--- src/rtl/mem_arbiter.sv ---
// Two-port (instruction fetch / load-store) arbiter onto a single-port word memory.
// One transaction in flight: IDLE -> ACCESS -> RESP, with back-to-back acceptance in RESP.
module mem_arbiter #(
  parameter int unsigned MEMSIZE  = 4096,
  parameter int unsigned MAX_WAIT = 4
) (
  input  logic        clk_i,
  input  logic        rst_i,
  input  logic        i_req_valid_i,
  output logic        i_req_ready_o,
  input  logic [31:0] i_req_addr_i,
  output logic        i_rsp_valid_o,
  output logic [31:0] i_rsp_rdata_o,
  output logic        i_rsp_err_o,
  input  logic        d_req_valid_i,
  output logic        d_req_ready_o,
  input  logic        d_req_we_i,
  input  logic [31:0] d_req_addr_i,
  input  logic [31:0] d_req_wdata_i,
  output logic        d_rsp_valid_o,
  output logic [31:0] d_rsp_rdata_o,
  output logic        d_rsp_err_o,
  output logic        mem_wen_o,
  output logic [31:0] mem_addr_o,
  output logic [31:0] mem_wdata_o,
  input  logic [31:0] mem_rdata_i
);

  localparam int unsigned WW = $clog2(MAX_WAIT + 1);

  typedef enum logic [1:0] {IDLE, ACCESS, RESP} state_e;

  state_e      state_q, state_d;
  logic [WW-1:0] wait_q, wait_d;
  logic        port_q, port_d;     // 1 = load/store port
  logic        we_q, we_d;
  logic        err_q, err_d;
  logic [31:0] addr_q, addr_d;
  logic [31:0] wdata_q, wdata_d;
  logic [31:0] rdata_q, rdata_d;

  logic        can_accept;
  logic        grant_i, grant_d;
  logic [31:0] acc_addr;

  always_comb begin
    state_d       = state_q;
    wait_d        = wait_q;
    port_d        = port_q;
    we_d          = we_q;
    err_d         = err_q;
    addr_d        = addr_q;
    wdata_d       = wdata_q;
    rdata_d       = rdata_q;
    grant_i       = 1'b0;
    grant_d       = 1'b0;
    mem_wen_o     = 1'b0;
    mem_addr_o    = '0;
    mem_wdata_o   = '0;
    i_rsp_valid_o = 1'b0;
    i_rsp_rdata_o = '0;
    i_rsp_err_o   = 1'b0;
    d_rsp_valid_o = 1'b0;
    d_rsp_rdata_o = '0;
    d_rsp_err_o   = 1'b0;

    can_accept = !rst_i && (state_q == IDLE || state_q == RESP);
    if (can_accept) begin
      if (i_req_valid_i && d_req_valid_i) begin
        if (wait_q == WW'(MAX_WAIT)) grant_i = 1'b1;
        else                         grant_d = 1'b1;
      end else if (i_req_valid_i) begin
        grant_i = 1'b1;
      end else if (d_req_valid_i) begin
        grant_d = 1'b1;
      end
    end
    acc_addr = grant_d ? d_req_addr_i : i_req_addr_i;

    unique case (state_q)
      IDLE: begin
        if (grant_i || grant_d) state_d = ACCESS;
      end
      ACCESS: begin
        state_d = RESP;
        // Reset during ACCESS must suppress the write strobe combinationally.
        if (!rst_i) begin
          mem_addr_o  = addr_q;
          mem_wen_o   = we_q & ~err_q;
          mem_wdata_o = wdata_q;
        end
        rdata_d = (!we_q && !err_q) ? mem_rdata_i : '0;
      end
      RESP: begin
        if (!rst_i) begin
          if (port_q) begin
            d_rsp_valid_o = 1'b1;
            d_rsp_rdata_o = rdata_q;
            d_rsp_err_o   = err_q;
          end else begin
            i_rsp_valid_o = 1'b1;
            i_rsp_rdata_o = rdata_q;
            i_rsp_err_o   = err_q;
          end
        end
        state_d = (grant_i || grant_d) ? ACCESS : IDLE;
      end
      default: state_d = IDLE;
    endcase

    if (grant_i || grant_d) begin
      port_d  = grant_d;
      addr_d  = acc_addr;
      we_d    = grant_d & d_req_we_i;
      wdata_d = grant_d ? d_req_wdata_i : '0;
      err_d   = (acc_addr[1:0] != 2'b00) || (acc_addr >= 32'(MEMSIZE));
    end

    if (grant_i) begin
      wait_d = '0;
    end else if (grant_d && i_req_valid_i && wait_q != WW'(MAX_WAIT)) begin
      wait_d = wait_q + 1'b1;
    end

    i_req_ready_o = grant_i;
    d_req_ready_o = grant_d;
  end

  always_ff @(posedge clk_i) begin
    if (rst_i) begin
      state_q <= IDLE;
      wait_q  <= '0;
      port_q  <= 1'b0;
      we_q    <= 1'b0;
      err_q   <= 1'b0;
      addr_q  <= '0;
      wdata_q <= '0;
      rdata_q <= '0;
    end else begin
      state_q <= state_d;
      wait_q  <= wait_d;
      port_q  <= port_d;
      we_q    <= we_d;
      err_q   <= err_d;
      addr_q  <= addr_d;
      wdata_q <= wdata_d;
      rdata_q <= rdata_d;
    end
  end

endmodule

--- config.mk ---
export PLATFORM = sky130hd
export DESIGN_NAME = mem_arbiter
export DESIGN_NICKNAME = d
export VERILOG_FILES = /design/src/rtl/mem_arbiter.sv
export SDC_FILE = /design/constraint.sdc
export NUM_CORES = 1
export LEC_CHECK = 0
export BUFFER_PORTS_ARGS = -buffer_cell sky130_fd_sc_hd__buf_2
export CAP_MARGIN = 10
export CORE_ASPECT_RATIO = 1.2
export CORE_MARGIN = 3
export CORE_UTILIZATION = 25
export DETAILED_ROUTE_END_ITERATION = 8
export GPL_ROUTABILITY_DRIVEN = 0
export PLACE_DENSITY = 0.51
export SYNTH_ARGS = -nofsm -noshare
export SYNTH_HDL_FRONTEND = slang
export SYNTH_SLANG_ARGS = --single-unit
--- constraint.sdc ---
create_clock -name clk_i -period 3.6 [get_ports clk_i]
set_input_delay 0.18 -clock clk_i [delete_from_list [all_inputs] [get_ports clk_i]]
set_output_delay 0.18 -clock clk_i [all_outputs]
set_load 0.005 [all_outputs]
==> metrics.txt, run 1 <==
row count 55; Total Wirelength ~17 mm; commonest non-fill, non-tap cells in the layout buf_2 (266), and2_1 (130), nor2_1 (105); final total power roughly 0.0026 W; I/O pin cnt ~270; syn nets 731; VDD IR max roughly 0.21 mV; WHS Path Cells 3; GRT overflow 0; CP Data Required Time between 3000 and 4000 ps; Async S/R FF share, synth 0%; fin crit period ~2400 ps; post-CTS setup repair buffer count 0; Syn Std Cell Area about 4900 um2; top_reg_cell synth dfxtp_1; CP cell instances nor2_1 -> o21ai_4 -> inv_2 -> buf_4 -> nor2_1 -> a311oi_2; DRT antenna net count 0; f_max around 410 MHz; first-pass GRT wire length 26.12 mm; vias in the first global route 4,811; top cells by area, synth dfxtp_1 (42%), and2_1 (17%), a22oi_1 (10%); outcome completed; cells after synthesis a little under 600; most common cell after layout, fill and taps aside buf_2; min-delay worst type input pin to register; total CTS buffers 9; beginning of the worst register-to-register path state_q[0]; Worst Hold Path EP rdata_q[14]; max incr delay on CP roughly 600 ps; yosys warns 0; Setup crit start kind register; post-synthesis register bit count approximately 100; initial antenna violation count 1; post-synth top area share 42.48%; hold_buf cts 0; Area growth syn-to-layout 36.53%; Cell variety after synth 39; pwr/cell area between 300 and 400 nW/um2; final setup violating endpoints 0; WL/cell 15.50 um; nets@finish between 900 and 1,000; CTS tree yes; unrepaired setup endpoints after global routing no; Via Count 4,992; r2r endpoint addr_q[3]; layout cells sized above 1 ~37%; DR DRC count 0; worst-margin pin slew ~1000 ps; WP data arrival around 2700 ps; Setup Crit Path Kind register to register; post-route cell area about 6700 um2; Slew Limit Headroom 31.23%; CTS sink cnt ~100; crit path capture type register; first drt pass iteration count 4; H-tree depth 3; CP Max Fanout 40; slowest cell on the critical path inv_2; Post-synth EDFFs 0; register area share after synthesis a little over two fifths; Sum Neg Setup Slack 0 ps; initial DRC count about 260; Clock Latency Late Sink around 350 ps; largest area contributor in the netlist dfxtp_1; Detail Placement HPWL ~12 mm; FF-to-FF setup slack between 1000 and 1500 ps; antenna diode count 0; Post-DP Area 6412 um2; Hold Vio Cnt, Final 0; Total GRT Usage between 10% and 20%; hold wc startpoint mem_rdata_i[14]; leakage power around 3.2 nW; Worst Setup Slack, final 1183 ps; CTS max path bufs 2; die area 21,330 um2; Setup Slack @ Placement 1076 ps; IO Port Bufs ~270; clk slew on worst S/H paths ~70 ps; Via density between 4 and 5; Top cell by count, worst path nor2_1; Chip Height ~160 um; syn_area_per_cell a little over 8 um2; Initial Util 25.71%; Max Slew Vio Count 0; Max Cap Violations 0; Final period util 67.13%; clock skew ~5.5 ps; Root Buffer clkbuf_16; Core Footprint approximately 19,000 um2; # resized after CTS 0; Die X 133.8 um; R2R depth 6; pin count of the biggest net entering global routing 64
-- how the worst max path moves through the flow --
stage,from,to,cells after the start
final,state_q[0],addr_q[3],6
after global routing,state_q[0],addr_q[8],6
after CTS,state_q[0],addr_q[3],6
after detailed placement,i_req_valid_i,addr_q[3],6
after global placement,i_req_valid_i,addr_q[5],6
after floorplan,wait_q[0],addr_q[0],9
-- layer usage --
layer | vias to the layer above | wire length, um | part of all wire (%) | track usage [%]
li1 | 2496 | - | - | -
met5 | - | 12 | 0.071 | 0
met2 | 192 | 8263 | 49 | 26.16
met3 | 25 | 1233 | 7.3 | 3.793
met4 | 2 | 370 | 2.2 | 5.051
met1 | 2277 | 7018 | 42 | 18.41
-- layout make-up --
cell class                 count  area, um2
fill                        2088      12370
timing repair buffer         276       1406
clock inverter                 5      40.04
inverter                       4      15.01
multi-input combinational    435       2589
clock buffer                  10      239.0
tap                          256      320.3
sequential                   104       2082
-- power breakdown --
group          total (W)  switching, W  leakage (nW)  internal (W)
logic           0.000356      0.000206          2.24      0.000151
registers        0.00126     0.0000383         0.851       0.00122
clock network   0.000952      0.000460         0.140      0.000493
total            0.00257      0.000704          3.23       0.00186
-- cells by family after synthesis --
| kind of cell | share of synthesized area, % |
|---|---|
| buffers and inverters | 5.183 |
| adder cells (fa/ha/maj) | 0.5105 |
| AO/OA/AOI/OAI | 18.38 |
| flip-flops | 42.48 |
| AND/OR/NAND/NOR | 33.24 |
| multiplexers | 0.2042 |
-- metrics by stage --
step,hold WS (ps),std cells,util [%]
CTS,45.89,1090,35.10
global route,68.16,1090,35.10
detailed placement,423.3,1075,33.64
global placement,414.3,1075,33.64
finish,66.18,1090,35.10
floorplan,328.3,596,-
-- critical path: cells and delay by family, from the launching register on --
family	cells	cell delay, ps
flops	1	360
compound gates	2	560
buf+inv	2	1040
simple gates	2	350
-- synth_stat cells (3+ instances only) --
cell type	count
a21oi_1	3
a22oi_1	66
a311oi_1	22
a311oi_2	10
and2_1	130
buf_2	16
clkbuf_1	32
dfxtp_1	104
nand2_1	63
nor2_1	107
nor3_1	3
nor4_1	7
-- registers in the layout, indices dropped and copies added, names as in the netlist --
signal and flops:
we_q 1, port_q 1, err_q 1, addr_q 32, rdata_q 32, wdata_q 32
wait_q 3, state_q 2
No activity file was read; power rests on OpenSTA's default activity.
==> inputs of run 2 (changes only) <==
--- a/config.mk
+++ b/config.mk
@@ -12,7 +12,7 @@
 export CORE_UTILIZATION = 25
 export DETAILED_ROUTE_END_ITERATION = 8
 export GPL_ROUTABILITY_DRIVEN = 0
-export PLACE_DENSITY = 0.51
+export PLACE_DENSITY = 0.53
 export SYNTH_ARGS = -nofsm -noshare
 export SYNTH_HDL_FRONTEND = slang
 export SYNTH_SLANG_ARGS = --single-unit
==> constraint.sdc (replaced) <==
create_clock -name clk_i -period 1.98 [get_ports clk_i]
set_input_delay 0.099 -clock clk_i [delete_from_list [all_inputs] [get_ports clk_i]]
set_output_delay 0.099 -clock clk_i [all_outputs]
set_load 0.005 [all_outputs]
==> metrics.txt, run 2 (synthesized netlist as in run 1, its figures left out) <==
outcome completed (unchanged); max incr delay on CP 320 ps (was 600 ps); pin count of the biggest net entering global routing 67 (was 64); Via density 4.563 (was 4.580); post-route cell area 7532 um2 (was 6691 um2); CP Data Required Time 1880 ps (was 3860 ps); Max Slew Vio Count 0 (unchanged); first-pass GRT wire length 27.45 mm (was 26.12 mm); Final period util ~95%; Total GRT Usage 15.70% (was 15.19%); IO Port Bufs 267 (unchanged); first drt pass iteration count 5 (was 4); R2R depth 7 (was 6); FF-to-FF setup slack 310 ps (was 1180 ps); Setup Crit Path Kind register to output pin (was register to register); row count 55 (unchanged); internal power 0.003610 W (was 0.001862 W); final setup violating endpoints 0 (unchanged); final total power 0.004939 W (was 0.002566 W); Slew Limit Headroom 58.74% (was 31.23%); CTS sink cnt 104 (unchanged); VDD IR max 0.3832 mV (was 0.2111 mV); initial DRC count 259 (was 256); worst-margin pin slew 618.8 ps (was 1028 ps); post-route insts no fill 1,163 (was 1,090); I/O pin cnt 268 (unchanged); die area 21,330 um2 (unchanged); unrepaired setup endpoints after global routing no (unchanged); f_max between 500 and 600 MHz; commonest non-fill, non-tap cells in the layout buf_2 (266), and2_1 (130), nor2_1 (105) (unchanged); leakage power 3.590 nW (was 3.234 nW); crit path capture type output pin (was register); min-delay worst type input pin to register (unchanged); Sum Neg Setup Slack 0 ps (unchanged); Hold Vio Cnt, Final 0 (unchanged); Post-DP Area 6502 um2 (was 6412 um2); WP data arrival 1780 ps (was 2680 ps); most common cell after layout, fill and taps aside buf_2 (unchanged); Via Count 5,307 (was 4,992); cell count after placement 1,082 (was 1,075); antenna diode count 0 (unchanged); Chip Height 159.4 um (unchanged); sequential share of power 46.4% (was 49.0%); Top cell by count, worst path buf_6 (was nor2_1); Initial Util 25.71% (unchanged); clock skew 9.056 ps (was 5.511 ps); slowest cell on the critical path dfxtp_1 (was inv_2); DRT antenna net count 0 (unchanged); switching share of power 26.90% (was 27.43%); WHS Path Cells 3 (unchanged); Total Wirelength 17.50 mm (was 16.90 mm); Die X 133.8 um (unchanged); Layout Utilization 39.51% (was 35.10%); DR DRC count 0 (unchanged); clk slew on worst S/H paths 80 ps (was 70 ps); Area growth syn-to-layout 53.69% (was 36.53%); initial antenna violation count 0 (was 1); fin crit period 1879 ps; Core Footprint 19,060 um2 (unchanged); CP Max Fanout 34 (was 40); nets@finish 1,038 (was 965); Root Buffer clkbuf_16 (unchanged); Setup crit start kind register (unchanged); GRT overflow 0 (unchanged); Detail Placement HPWL 12.21 mm (was 12.19 mm); Clock Latency Late Sink 350 ps (about the same); combinational power share 16.2% (was 13.9%); layout cells sized above 1 35.61% (was 37.29%); CTS tree yes (unchanged); WL/cell 15.04 um (was 15.50 um); Top Registers addr_q: 32 flops, rdata_q: 32 flops, wdata_q: 32 flops (unchanged); CTS max path bufs 2 (unchanged); Switch Pwr 0.001328 W (was 0.0007037 W); vias in the first global route 5,231 (was 4,811); clock power share 37.5% (was 37.1%); CP cell instances nand2b_1 -> buf_6 -> nor2_4 -> buf_6 -> and2_1 -> buf_2 (was nor2_1 -> o21ai_4 -> inv_2 -> buf_4 -> nor2_1 -> a311oi_2); Max Cap Violations 0 (unchanged); H-tree depth 3 (unchanged); pwr/cell area 655.7 nW/um2 (was 383.4 nW/um2); total CTS buffers 9 (unchanged)
[run 2: cell types whose count changed in the layout (fill, tap and decap cells not counted), moves of 2 or more]
cell,delta
buf_16,+2
buf_6,+3
dlygate4sd3_1,+63
buf_12,+3
[run 2: per-stage QoR]
step | hold WS, ps | setup slack (ps)
final | 12.68 | 101.2
after global routing | 13.34 | 8.937
after CTS | 2.011 | 8.631
after detailed placement | 341.8 | 111.3
after global placement | 332.5 | 167.2
after floorplan | 247.3 | 514.0
[run 2: critical path, delay by kind of cell, from the launching register on]
kind	cells	cell delay (ps)
buffers and inverters	3	540
flip-flops	1	320
AND/OR/NAND/NOR	3	570
[run 2: power groups by stage]
stage / Sequential, W / Combinational (W) / Clock, W
after floorplan: 0.00231 / 0.000397 / 0
after global placement: 0.00234 / 0.000672 / 0
after detailed placement: 0.00234 / 0.000673 / 0
after CTS: 0.00229 / 0.000779 / 0.00193
after global routing: 0.00231 / 0.000894 / 0.00199
final: 0.00229 / 0.000800 / 0.00185
[run 2: metal layers]
layer	up-vias	GRT usage (%)	wire [um]
li1	2651	-	-
met3	24	2.592	1032
met2	198	26.48	8687
met1	2434	19.86	7375
met5	-	0	0
met4	0	6.314	399
[run 2: final timing paths]
| path | from | end |
|---|---|---|
| hold / removal | mem_rdata_i[2] | rdata_q[2] |
| setup / recovery | state_q[1] | mem_addr_o[12] |
| hold reg to reg | addr_q[20] | addr_q[20] |
| setup reg to reg | wait_q[0] | err_q |
[run 2: what timing repair did]
action | 4_1_cts | 5_1_grt
hold buffers | 63 | 0
cloned | 0 | 1
buffers inserted | 0 | 1
setup endpoints to repair | 61 | 57
endpoints found under the hold margin | 61 | 0
gates resized for setup | 3 | 6
[run 2: final cells by class]
type                            count  area, um2
Timing Repair Buffer              349       2218
Sequential cell                   104       2083
Fill cell                        1955      11530
Tap cell                          256      320.3
Inverter                            4      15.01
Clock buffer                        9      225.2
Multi-Input combinational cell    435       2594
Clock inverter                      6      76.32
==> inputs of run 3 (changes only) <==
==> config.mk (replaced) <==
export PLATFORM = sky130hd
export DESIGN_NAME = mem_arbiter
export DESIGN_NICKNAME = d
export VERILOG_FILES = /design/src/rtl/mem_arbiter.sv
export SDC_FILE = /design/constraint.sdc
export NUM_CORES = 1
export LEC_CHECK = 0
export CAP_MARGIN = 10
export CORE_ASPECT_RATIO = 1.2
export CORE_MARGIN = 3
export CORE_UTILIZATION = 25
export DETAILED_ROUTE_END_ITERATION = 8
export DONT_BUFFER_PORTS = 1
export GPL_ROUTABILITY_DRIVEN = 0
export GPL_TIMING_DRIVEN = 0
export PLACE_DENSITY = 0.41
export SYNTH_ARGS = -nofsm -noshare
export SYNTH_HDL_FRONTEND = slang
export SYNTH_SLANG_ARGS = --single-unit
==> metrics.txt, run 3 (synthesized netlist as in run 1, its figures left out) <==
post-route cell area 6878 um2 (was 7532 um2); total CTS buffers 9 (unchanged); WP data arrival 1720 ps (was 1780 ps); H-tree depth 3 (unchanged); crit path capture type output pin (unchanged); CP cell instances inv_1 -> ha_1 -> nand3_2 -> nand2_4 -> inv_2 -> buf_6 -> buf_4 (was nand2b_1 -> buf_6 -> nor2_4 -> buf_6 -> and2_1 -> buf_2); CP top delay family buffers and inverters (was simple AND/OR/NAND/NOR gates); row count 55 (unchanged); Clock Latency Late Sink 340 ps (was 350 ps); f_max 549.0 MHz (was 532.2 MHz); Root Buffer clkbuf_16 (unchanged); first drt pass iteration count 5 (unchanged); antenna diode count 0 (unchanged); clock skew 4.992 ps (was 9.056 ps); R2R depth 9 (was 7); beginning of the worst register-to-register path wait_q[0] (unchanged); post-route insts no fill 992 (was 1,163); area taken by multi-input logic gates 2590 um2 (was 2594 um2); Slew Limit Headroom 52.22% (was 58.74%); DR DRC count 0 (unchanged); CP Data Required Time 1880 ps (about the same); CTS tree yes (unchanged); VDD IR max 0.3512 mV (was 0.3832 mV); Worst Setup SP wait_q[0] (was state_q[1]); GRT overflow 0 (unchanged); Hold Vio Cnt, Final 0 (unchanged); WL/cell 18.70 um (was 15.04 um); cell count after placement 852 (was 1,082); die area 21,330 um2 (unchanged); Chip Height 159.4 um (unchanged); r2r endpoint wdata_q[8] (was err_q); most common cell after layout, fill and taps aside and2_1 (was buf_2); hold_ws 144.8 ps (was 12.68 ps); FF-to-FF setup slack 220 ps (was 310 ps); initial antenna violation count 0 (unchanged); first-pass GRT wire length 28.03 mm (was 27.45 mm); unrepaired setup endpoints after global routing no (unchanged); I/O pin cnt 268 (unchanged); leakage power 2.659 nW (was 3.590 nW); min-delay worst type input pin to register (unchanged); clk slew on worst S/H paths 70 ps (was 80 ps); outcome completed (unchanged); DRT antenna net count 0 (unchanged); Setup Crit Path Kind register to output pin (unchanged); Total GRT Usage 16.43% (was 15.70%); number of stages on the worst setup path 7 (was 6); CTS sink cnt 104 (unchanged); Die X 133.8 um (unchanged); Initial Util 25.71% (unchanged); CTS max path bufs 2 (unchanged); nets@finish 867 (was 1,038); pin count of the biggest net entering global routing 17 (was 67); FF/Latch Area 2083 um2 (unchanged); Via density 4.973 (was 4.563); vias in the first global route 5,089 (was 5,231); Area growth syn-to-layout 40.34% (was 53.69%); fin crit period 1821 ps (was 1879 ps); Max Cap Violations 0 (unchanged); worst-margin pin slew 716.8 ps (was 618.8 ps); layout cells sized above 1 10.05% (was 35.61%); end of the critical path d_req_ready_o (was mem_addr_o[12]); max incr delay on CP 400 ps (was 320 ps); Final period util 91.99% (was 94.89%); IO Port Bufs 0 (was 267); Top Registers addr_q: 32 flops, rdata_q: 32 flops, wdata_q: 32 flops (unchanged); Via Count 4,933 (was 5,307); Setup crit start kind register (unchanged); CP Max Fanout 10 (was 34); CP bufs+invs 4 (was 3); pwr/cell area 741.0 nW/um2 (was 655.7 nW/um2); final setup violating endpoints 0 (unchanged); fill cell count 1,993 (was 1,955); Max Slew Vio Count 0 (unchanged); initial DRC count 309 (was 259); commonest non-fill, non-tap cells in the layout and2_1 (129), dlygate4sd3_1 (127), nor2_1 (105) (was buf_2 (266), and2_1 (130), nor2_1 (105)); Core Footprint 19,060 um2 (unchanged); post-CTS setup repair buffer count 0 (unchanged); Total Wirelength 18.55 mm (was 17.50 mm); slowest cell on the critical path dfxtp_1 (unchanged); Post-DP Area 5221 um2 (was 6502 um2); Detail Placement HPWL 13.49 mm (was 12.21 mm)
==> run 3: cell types whose count changed in the layout (fill, tap and decap cells not counted), sizes merged <==
| cell | delta |
|---|---|
| bufinv | +2 |
| buf | -264 |
| clkbuf | +29 |
| clkinv | +1 |
| dlygate4sd3 | +64 |
| inv | -3 |
==> run 3: worst min-delay path by stage <==
stage                                 from          end  slack [ps]  cells past startpoint
after floorplan             mem_rdata_i[0]   rdata_q[0]         250                      2
after global placement     mem_rdata_i[16]  rdata_q[16]         250                      2
after detailed placement   mem_rdata_i[22]  rdata_q[22]         260                      2
after CTS                 d_req_addr_i[13]   addr_q[13]         120                      2
after global routing      d_req_addr_i[13]   addr_q[13]         150                      2
final                        i_req_valid_i   addr_q[14]         140                      4
==> run 3: report_power, final <==
| part | switching, W | internal [W] |
|---|---|---|
| registers | 0.0000745 | 0.00222 |
| logic | 0.000392 | 0.000360 |
| clock network | 0.000825 | 0.00123 |
==> run 3: through the flow <==
step / TNS, ps / power, W / setup slack, ps / util, %
2_1_floorplan: 0 / 0.002705 / 514.0 / -
3_3_place_gp: 0 / 0.002850 / 15.88 / 27.39
3_5_place_dp: -6.471 / 0.002868 / -6.471 / 27.39
4_1_cts: 0 / 0.005165 / 19.80 / 35.92
5_1_grt: 0 / 0.005319 / 37.07 / 36.08
6_report: 0 / 0.005096 / 158.5 / 36.08
==> run 3: per-layer routing <==
layer	track usage [%]	share of wire, %
met4	6.829	2.4
met2	28.69	50
met3	4.204	7.6
met1	18.95	40
met5	0	0
==> run 3: worst register-to-register path, stage by stage (launching register included) <==
cell and delay (ps):
dfxtp_1 400, inv_1 70, ha_1 230, nand3_2 120, nand2_4 90, inv_2 90, buf_6 170, buf_2 250
a22oi_1 130, nor2_1 140
==> run 3: what timing repair did <==
item                       4_1_cts  5_1_grt
setup endpoints to repair      109      136
hold buffers                   127        0
hold endpoints to repair        96        0
resized for setup               15       23
==> run 3: area by class of cell <==
type	count	area share (%)
Inverter	4	0.2183
Sequential cell	104	30.29
Clock inverter	6	1.583
Tap cell	256	4.657
Timing Repair Buffer	127	18.48
Clock buffer	9	3.275
Buffer	51	3.838
Multi-Input combinational cell	435	37.66
